--- src/rtl/dp_ram_pkg.sv ---
// Shared types and helpers for the byte-enable dual-port RAM family.
// Mode selectors and the byte-lane merge used by writes and forwarding.
package dp_ram_pkg;

    typedef enum int {
        RDW_OLD = 0,
        RDW_NEW = 1
    } rdw_mode_e;

    typedef enum int {
        PRIO_A = 0,
        PRIO_B = 1
    } wr_prio_e;

    // Widest word the merge helper handles; callers size-cast in and out.
    localparam int MAX_DATA_WIDTH = 256;
    localparam int MAX_BE_WIDTH   = MAX_DATA_WIDTH / 8;

    function automatic logic [MAX_DATA_WIDTH-1:0] be_merge(
        input logic [MAX_DATA_WIDTH-1:0] old_word,
        input logic [MAX_DATA_WIDTH-1:0] new_word,
        input logic [MAX_BE_WIDTH-1:0]   be
    );
        logic [MAX_DATA_WIDTH-1:0] merged;
        merged = old_word;
        for (int i = 0; i < MAX_BE_WIDTH; i++) begin
            if (be[i]) begin
                merged[i*8 +: 8] = new_word[i*8 +: 8];
            end
        end
        return merged;
    endfunction

endpackage

--- src/rtl/dp_ram_be_if.sv ---
// One RAM port: request (select, write, byte enables, address, data) and read return.
// The master drives requests; the RAM side is the slave and returns rdata/rvalid.
interface dp_ram_be_if #(
    parameter int ADDR_WIDTH = 4,
    parameter int DATA_WIDTH = 16
);

    logic                    cs;
    logic                    we;
    logic [DATA_WIDTH/8-1:0] be;
    logic [ADDR_WIDTH-1:0]   addr;
    logic [DATA_WIDTH-1:0]   wdata;
    logic [DATA_WIDTH-1:0]   rdata;
    logic                    rvalid;

    modport master (
        output cs,
        output we,
        output be,
        output addr,
        output wdata,
        input  rdata,
        input  rvalid
    );

    modport slave (
        input  cs,
        input  we,
        input  be,
        input  addr,
        input  wdata,
        output rdata,
        output rvalid
    );

endinterface

--- src/rtl/dp_ram_rd_pipe.sv ---
// Read-return pipeline for one port: one register stage, plus an optional output stage.
// rdata only updates on a valid read so it holds the last value between reads.
module dp_ram_rd_pipe #(
    parameter int DATA_WIDTH = 16,
    parameter int OUT_REG    = 0
) (
    input  logic                  clk,
    input  logic                  rst_n,
    input  logic                  req_valid,
    input  logic [DATA_WIDTH-1:0] req_data,
    output logic                  rvalid,
    output logic [DATA_WIDTH-1:0] rdata
);

    logic                  s1_valid;
    logic [DATA_WIDTH-1:0] s1_data;

    always_ff @(posedge clk or negedge rst_n) begin
        if (!rst_n) begin
            s1_valid <= 1'b0;
            s1_data  <= '0;
        end else begin
            s1_valid <= req_valid;
            if (req_valid) begin
                s1_data <= req_data;
            end
        end
    end

    generate
        if (OUT_REG != 0) begin : g_out_reg
            always_ff @(posedge clk or negedge rst_n) begin
                if (!rst_n) begin
                    rvalid <= 1'b0;
                    rdata  <= '0;
                end else begin
                    rvalid <= s1_valid;
                    if (s1_valid) begin
                        rdata <= s1_data;
                    end
                end
            end
        end else begin : g_no_out_reg
            assign rvalid = s1_valid;
            assign rdata  = s1_data;
        end
    endgenerate

endmodule

--- src/rtl/dp_ram_be.sv ---
// True dual-port RAM with byte enables, same-address collision resolution,
// optional cross-port write forwarding and a saturating collision counter.
module dp_ram_be
    import dp_ram_pkg::*;
#(
    parameter int ADDR_WIDTH = 4,
    parameter int DATA_WIDTH = 16,
    parameter int DEPTH      = 16,
    parameter int OUT_REG    = 0,
    parameter int RDW_MODE   = 0,
    parameter int WR_PRIO    = 0
) (
    input  logic         clk,
    input  logic         rst_n,
    dp_ram_be_if.slave   port_a,
    dp_ram_be_if.slave   port_b,
    output logic         coll_flag,
    output logic [15:0]  coll_count
);

    localparam int BE_W  = DATA_WIDTH / 8;
    localparam int IDX_W = (DEPTH > 1) ? $clog2(DEPTH) : 1;

    logic [DATA_WIDTH-1:0] mem [DEPTH];

    logic                  a_in_range, b_in_range;
    logic [IDX_W-1:0]      a_idx, b_idx;
    logic                  a_wr, b_wr, a_rd, b_rd;
    logic                  same_addr, collision;
    logic [DATA_WIDTH-1:0] a_old, b_old;
    logic [DATA_WIDTH-1:0] a_word, b_word, dual_word;
    logic [DATA_WIDTH-1:0] a_rd_data, b_rd_data;

    function automatic logic [DATA_WIDTH-1:0] merge(
        input logic [DATA_WIDTH-1:0] old_word,
        input logic [DATA_WIDTH-1:0] new_word,
        input logic [BE_W-1:0]       be
    );
        return DATA_WIDTH'(be_merge(MAX_DATA_WIDTH'(old_word),
                                    MAX_DATA_WIDTH'(new_word),
                                    MAX_BE_WIDTH'(be)));
    endfunction

    assign a_in_range = ({1'b0, port_a.addr} < (ADDR_WIDTH+1)'(DEPTH));
    assign b_in_range = ({1'b0, port_b.addr} < (ADDR_WIDTH+1)'(DEPTH));
    assign a_idx      = port_a.addr[IDX_W-1:0];
    assign b_idx      = port_b.addr[IDX_W-1:0];

    // A zero byte-enable write or an out-of-range write never touches the array.
    assign a_wr = port_a.cs & port_a.we & (|port_a.be) & a_in_range;
    assign b_wr = port_b.cs & port_b.we & (|port_b.be) & b_in_range;
    assign a_rd = port_a.cs & ~port_a.we;
    assign b_rd = port_b.cs & ~port_b.we;

    assign same_addr = a_in_range & b_in_range & (port_a.addr == port_b.addr);
    assign collision = port_a.cs & port_b.cs & same_addr &
                       ((port_a.we & (|port_a.be)) | (port_b.we & (|port_b.be)));

    // Merged words: the priority port is applied last so its lanes win.
    always_comb begin
        a_old     = a_in_range ? mem[a_idx] : '0;
        b_old     = b_in_range ? mem[b_idx] : '0;
        a_word    = merge(a_old, port_a.wdata, port_a.be);
        b_word    = merge(b_old, port_b.wdata, port_b.be);
        dual_word = a_word;
        if (WR_PRIO == int'(PRIO_B)) begin
            dual_word = merge(a_word, port_b.wdata, port_b.be);
        end else begin
            dual_word = merge(b_word, port_a.wdata, port_a.be);
        end
    end

    // Reads see pre-write data unless forwarding of the other port's write is enabled.
    always_comb begin
        a_rd_data = a_old;
        b_rd_data = b_old;
        if (RDW_MODE == int'(RDW_NEW)) begin
            if (b_wr && same_addr) begin
                a_rd_data = b_word;
            end
            if (a_wr && same_addr) begin
                b_rd_data = a_word;
            end
        end
    end

    always_ff @(posedge clk) begin
        if (a_wr && b_wr && same_addr) begin
            mem[a_idx] <= dual_word;
        end else begin
            if (a_wr) begin
                mem[a_idx] <= a_word;
            end
            if (b_wr) begin
                mem[b_idx] <= b_word;
            end
        end
    end

    always_ff @(posedge clk or negedge rst_n) begin
        if (!rst_n) begin
            coll_flag  <= 1'b0;
            coll_count <= '0;
        end else begin
            coll_flag <= collision;
            if (collision && (coll_count != 16'hFFFF)) begin
                coll_count <= coll_count + 16'd1;
            end
        end
    end

    dp_ram_rd_pipe #(
        .DATA_WIDTH (DATA_WIDTH),
        .OUT_REG    (OUT_REG)
    ) u_a_pipe (
        .clk       (clk),
        .rst_n     (rst_n),
        .req_valid (a_rd),
        .req_data  (a_rd_data),
        .rvalid    (port_a.rvalid),
        .rdata     (port_a.rdata)
    );

    dp_ram_rd_pipe #(
        .DATA_WIDTH (DATA_WIDTH),
        .OUT_REG    (OUT_REG)
    ) u_b_pipe (
        .clk       (clk),
        .rst_n     (rst_n),
        .req_valid (b_rd),
        .req_data  (b_rd_data),
        .rvalid    (port_b.rvalid),
        .rdata     (port_b.rdata)
    );

endmodule

--- src/flat_wrapper.sv ---
// flat-port wrapper written by rule: the top's interface ports become plain ports
module dp_ram_be_flat import dp_ram_pkg::*;
#(
    parameter int ADDR_WIDTH = 4,
    parameter int DATA_WIDTH = 16,
    parameter int DEPTH      = 16,
    parameter int OUT_REG    = 0,
    parameter int RDW_MODE   = 0,
    parameter int WR_PRIO    = 0
)
  (clk, rst_n, coll_flag, coll_count, port_a_cs, port_a_we, port_a_be, port_a_addr, port_a_wdata, port_a_rdata, port_a_rvalid, port_b_cs, port_b_we, port_b_be, port_b_addr, port_b_wdata, port_b_rdata, port_b_rvalid);
  dp_ram_be_if #(.ADDR_WIDTH(ADDR_WIDTH), .DATA_WIDTH(DATA_WIDTH)) port_a_i ();
  dp_ram_be_if #(.ADDR_WIDTH(ADDR_WIDTH), .DATA_WIDTH(DATA_WIDTH)) port_b_i ();
  input  logic clk;
  input  logic rst_n;
  output logic coll_flag;
  output logic [15:0] coll_count;
  input wire logic [$bits(port_a_i.cs)-1:0] port_a_cs;
  input wire logic [$bits(port_a_i.we)-1:0] port_a_we;
  input wire logic [$bits(port_a_i.be)-1:0] port_a_be;
  input wire logic [$bits(port_a_i.addr)-1:0] port_a_addr;
  input wire logic [$bits(port_a_i.wdata)-1:0] port_a_wdata;
  output wire logic [$bits(port_a_i.rdata)-1:0] port_a_rdata;
  output wire logic [$bits(port_a_i.rvalid)-1:0] port_a_rvalid;
  input wire logic [$bits(port_b_i.cs)-1:0] port_b_cs;
  input wire logic [$bits(port_b_i.we)-1:0] port_b_we;
  input wire logic [$bits(port_b_i.be)-1:0] port_b_be;
  input wire logic [$bits(port_b_i.addr)-1:0] port_b_addr;
  input wire logic [$bits(port_b_i.wdata)-1:0] port_b_wdata;
  output wire logic [$bits(port_b_i.rdata)-1:0] port_b_rdata;
  output wire logic [$bits(port_b_i.rvalid)-1:0] port_b_rvalid;
  assign port_a_i.cs = port_a_cs;
  assign port_a_i.we = port_a_we;
  assign port_a_i.be = port_a_be;
  assign port_a_i.addr = port_a_addr;
  assign port_a_i.wdata = port_a_wdata;
  assign port_a_rdata = port_a_i.rdata;
  assign port_a_rvalid = port_a_i.rvalid;
  assign port_b_i.cs = port_b_cs;
  assign port_b_i.we = port_b_we;
  assign port_b_i.be = port_b_be;
  assign port_b_i.addr = port_b_addr;
  assign port_b_i.wdata = port_b_wdata;
  assign port_b_rdata = port_b_i.rdata;
  assign port_b_rvalid = port_b_i.rvalid;
  dp_ram_be #(.ADDR_WIDTH(ADDR_WIDTH), .DATA_WIDTH(DATA_WIDTH), .DEPTH(DEPTH), .OUT_REG(OUT_REG), .RDW_MODE(RDW_MODE), .WR_PRIO(WR_PRIO)) u_core (.clk(clk), .rst_n(rst_n), .port_a(port_a_i), .port_b(port_b_i), .coll_flag(coll_flag), .coll_count(coll_count));
endmodule
--- config.mk ---
export PLATFORM = sky130hd
export DESIGN_NAME = dp_ram_be_flat
export DESIGN_NICKNAME = d
export VERILOG_FILES = /design/src/rtl/dp_ram_pkg.sv /design/src/rtl/dp_ram_be_if.sv /design/src/rtl/dp_ram_rd_pipe.sv /design/src/rtl/dp_ram_be.sv /design/src/flat_wrapper.sv
export SDC_FILE = /design/constraint.sdc
export NUM_CORES = 1
export LEC_CHECK = 0
export ABC_AREA = 0
export CAP_MARGIN = 15
export CELL_PAD_IN_SITES_DETAIL_PLACEMENT = 1
export CELL_PAD_IN_SITES_GLOBAL_PLACEMENT = 2
export CORE_AREA = 2 2 279 143
export DETAILED_ROUTE_END_ITERATION = 10
export DIE_AREA = 0 0 281 145
export GPL_ROUTABILITY_DRIVEN = 0
export PLACE_DENSITY_LB_ADDON = 0.2
export SETUP_SLACK_MARGIN = 0.5
export SLEW_MARGIN = 20
export SYNTH_ARGS = -nofsm -noshare
export SYNTH_HDL_FRONTEND = slang
export SYNTH_SLANG_ARGS = --single-unit
--- constraint.sdc ---
create_clock -name clk -period 3.1 [get_ports clk]
set_input_delay 0.465 -clock clk [delete_from_list [all_inputs] [get_ports clk]]
set_output_delay 0.465 -clock clk [all_outputs]
set_load 0.02 [all_outputs]
==> flow_summary.yaml <==
logic_synthesis:
  yosysMostFrequentCell: "a22oi_1"
  yosys-top-cells-count: "288 x a22oi_1, 256 x edfxtp_1, 128 x mux4_2"
  ys_dominant_reg_cell: "edfxtp_1"
  mean_instance_size_in_the_synthesized_netlist_um2: 15.03
  post_synthesis_register_bit_count: 307
  post-synth-top-area-cell: "edfxtp_1"
  synthArstFlopShare: 0.1661
  synth_area_um2: 17120
  synth_top_cells_by_area: "edfxtp_1 45%, mux4_2 17%, a22oi_1 13%, dfrtp_1 7.5%, mux2_2 2.2%"
  yosys_warnings: 0
  synth_seq_area_share: 0.5235
  number_of_enable_flip_flop_cells_after_synthesis: 256
  synth_cells: 1139
  synth.lib_cells_used.distinct: 45
  postSynthNetCount: 1190
  netlist.area_leader.share: 0.4490
power:
  intPower_w: 0.008057
  clock_power_share: 0.375
  power.ir.vdd_worst_mv: 0.3112
  power.share.combinational: 0.194
  swShare: 0.2787
  switchingPower_w: 0.003112
  p_leak_nw: 6.984
  pwr_density_cell_nw_per_um2: 536.2
  p_seq_frac: 0.431
timing:
  max_freq_mhz: 376.1
  final-setup-viol-count: 0
  setup_repair_after_global_routing_missed_its_margin: "true"
  fin_hold_viols: 0
  relSlewSlack: 0.3043
  final.hold.worst_slack_ns: 0.4854
  min_period_ns: 2.659
  drv_slew: 0
  totalNegativeSetupSlack_ns: 0
  tightestPinTransition_ns: 1.043
  fin_crit_sh: 0.8576
  clock_skew_ns: 0.02779
drt:
  route.detailed.drc: 0
  detailroute.via_count: 13610
  detail_route.wl_per_cell_um: 38.20
  drt-vias-per-instance: 7.422
  postRouteAntennaNets: 0
  drt_wl_total_um: 70050
  drt_first_pass_iters: 6
  initialDrtViolationCount: 2338
clock_network:
  cts_tree: "yes"
  clk-insertion-delay-late_ns: 0.60
  max_h_tree_level: 1
  clock-sinks: 307
  ctsLongestPathBuffers: 3
  clk_root_buffer_cell: "clkbuf_16"
  clk_pin_slew_ns: 0.07
  tritoncts_buffer_count: 30
floorplan:
  die_h_um: 145
  core_um2: 38350
  fp.dieArea_um2: 40750
  num_rows: 51
  i_o_pin_count: 101
  die_w_um: 281
  start_util: 0.4465
layout:
  synthToLayoutAreaGrowth_pct: 21.66
  sequential_cell_area_um2: 8964
  nNetsFinal: 1330
  layoutNonFillerInstCount: 1834
  multiInputGateArea_um2: 7619
  share_of_post_route_cells_with_drive_strength_above_1: 0.3346
  fin_util: 0.5432
  layout.filler_cells: 3602
placement:
  place.detailed.hpwl_um: 54260
  numPlacedInstances: 1774
  count_of_port_buffers_added_during_placement: 100
worst_hold_path:
  holdCritPathClass: "flip-flop to flip-flop"
grt:
  gr-total-overflow: 0
  track_usage: 0.3432
  grt_pass1_vias: 12670
  grt_antenna_before_repair: 0
  grt_first_pass_wirelength_um: 99100
  grt_max_degree: 37
run:
  drv_cap: 0
critical_path:
  crit_type: "primary input to flip-flop"
  rr_endpoint: "u_core.mem[7][3]$_DFFE_PP_"
  critical_path.max_fanout: 22
  worst-endpoint-required_ns: 3.40
  critPathCapture: "u_core.mem[0][2]$_DFFE_PP_"
  timing.critical_path.from_type: "primary input"
  r2r_setup_slack_ns: 0.57
  timing.critical_path.arrival_ns: 2.96
  setup.worst_path.end_class: "flip-flop"
  worst_r2r_path_depth: 6
  worst_setup_path_startpoint: "port_b_addr[0]"
  critical_path.reg2reg.startpoint: "u_core.mem[11][3]$_DFFE_PP_"
status:
  outcome: "complete, no violations"
cells in the final DEF, fill, tap and decap left out, drive strengths merged, types with 2 or more instances in the layout:
cell type      instances
nor2b                  3
buf                  129
nor2                   3
a22oi                288
nor3                  12
inv                    6
clkdlybuf4s50         94
nand3                  5
mux2i                 33
bufinv                 5
mux2                  33
a21oi                 16
mux4                 128
edfxtp               256
o211ai                 4
clkinv                 6
o21ai                 66
and3                   7
clkinvlp               4
nand2b                 8
o22ai                 32
dfrtp                 51
nor4                   4
and4                   2
or2                    3
clkbuf                40
nand4                 12
xnor2                 18
nand2                 22
and2                   7
worst min path at each step:
| stage | start | to | slack (ns) | cells past startpoint |
|---|---|---|---|---|
| after global routing | u_core.coll_count[6]$_DFFE_PN0P_ | u_core.coll_count[6]$_DFFE_PN0P_ | 0.52 | 1 |
| after global placement | u_core.coll_count[10]$_DFFE_PN0P_ | u_core.coll_count[10]$_DFFE_PN0P_ | 0.48 | 1 |
| final | u_core.coll_count[6]$_DFFE_PN0P_ | u_core.coll_count[6]$_DFFE_PN0P_ | 0.49 | 1 |
| after CTS | u_core.coll_count[6]$_DFFE_PN0P_ | u_core.coll_count[6]$_DFFE_PN0P_ | 0.49 | 1 |
| after detailed placement | u_core.coll_count[6]$_DFFE_PN0P_ | u_core.coll_count[6]$_DFFE_PN0P_ | 0.48 | 1 |
| after floorplan | rst_n | u_core.coll_count[0]$_DFFE_PN0P_ | 0.17 | 0 |
metrics by stage:
step	setup slack [ns]	area [um^2]	total power, W
3_3_place_gp	-0.2479	19600	0.006915
3_5_place_dp	-0.07389	19610	0.006976
2_1_floorplan	0.6042	17180	0.006042
5_1_grt	0.4530	20830	0.01142
6_report	0.4413	20830	0.01117
4_1_cts	0.5287	20730	0.01110
worst max-delay path: stages:
cell and delay [ns]:
clkdlybuf4s50_1 0.53, buf_12 0.23, or2_2 0.41, nor4_1 0.47, o21ai_4 0.26, o21ai_1 0.40
a22oi_1 0.17
sequential cells by signal, indices dropped and copies added, names as in the netlist:
signal	count
u_core.coll_flag	1
u_core.u_b_pipe.rdata	16
u_core.u_a_pipe.rdata	16
u_core.coll_count	16
u_core.u_b_pipe.rvalid	1
u_core.mem	256
u_core.u_a_pipe.rvalid	1
what timing repair did:
item,in CTS,in global routing
gates resized for setup,1,17
pin swaps,0,1
hold buffers,1,0
endpoints found under the setup margin,8,188
setup buffers,0,2
endpoints found under the hold margin,20,0
final cells by class:
class                      count  area share
antenna                        1   0.0001201
timing repair buffer         224      0.1181
sequential                   307      0.4303
multi-input combinational    711      0.3657
tap                          530     0.03183
clock buffer                  40     0.04228
inverter                       5   0.0009010
clock inverter                16     0.01075
logic make-up after synthesis:
group           Yosys count  share of synthesized area
compound gates          408                     0.1801
buf+inv                 121                    0.04099
mux                     194                     0.2159
xor+xnor                 18                    0.01008
flops                   307                     0.5235
fa+ha+maj                 1                  0.0007306
simple gates             90                    0.02872
power groups by stage:
| stage | Clock [W] | Sequential, W | Combinational [W] |
|---|---|---|---|
| CTS | 0.00420 | 0.00480 | 0.00209 |
| detailed placement | 0 | 0.00489 | 0.00209 |
| global route | 0.00433 | 0.00482 | 0.00226 |
| global placement | 0 | 0.00488 | 0.00203 |
| finish | 0.00419 | 0.00481 | 0.00217 |
| floorplan | 0 | 0.00495 | 0.00109 |
per-layer routing:
metal	vias up	GRT usage	share of wire
met3	45	0.2348	0.23
met5	-	0.01343	0.0010
met4	2	0.02861	0.0068
li1	5164	-	-
met1	7065	0.5691	0.44
met2	1336	0.3459	0.32
(Power assumes the default switching activity.)
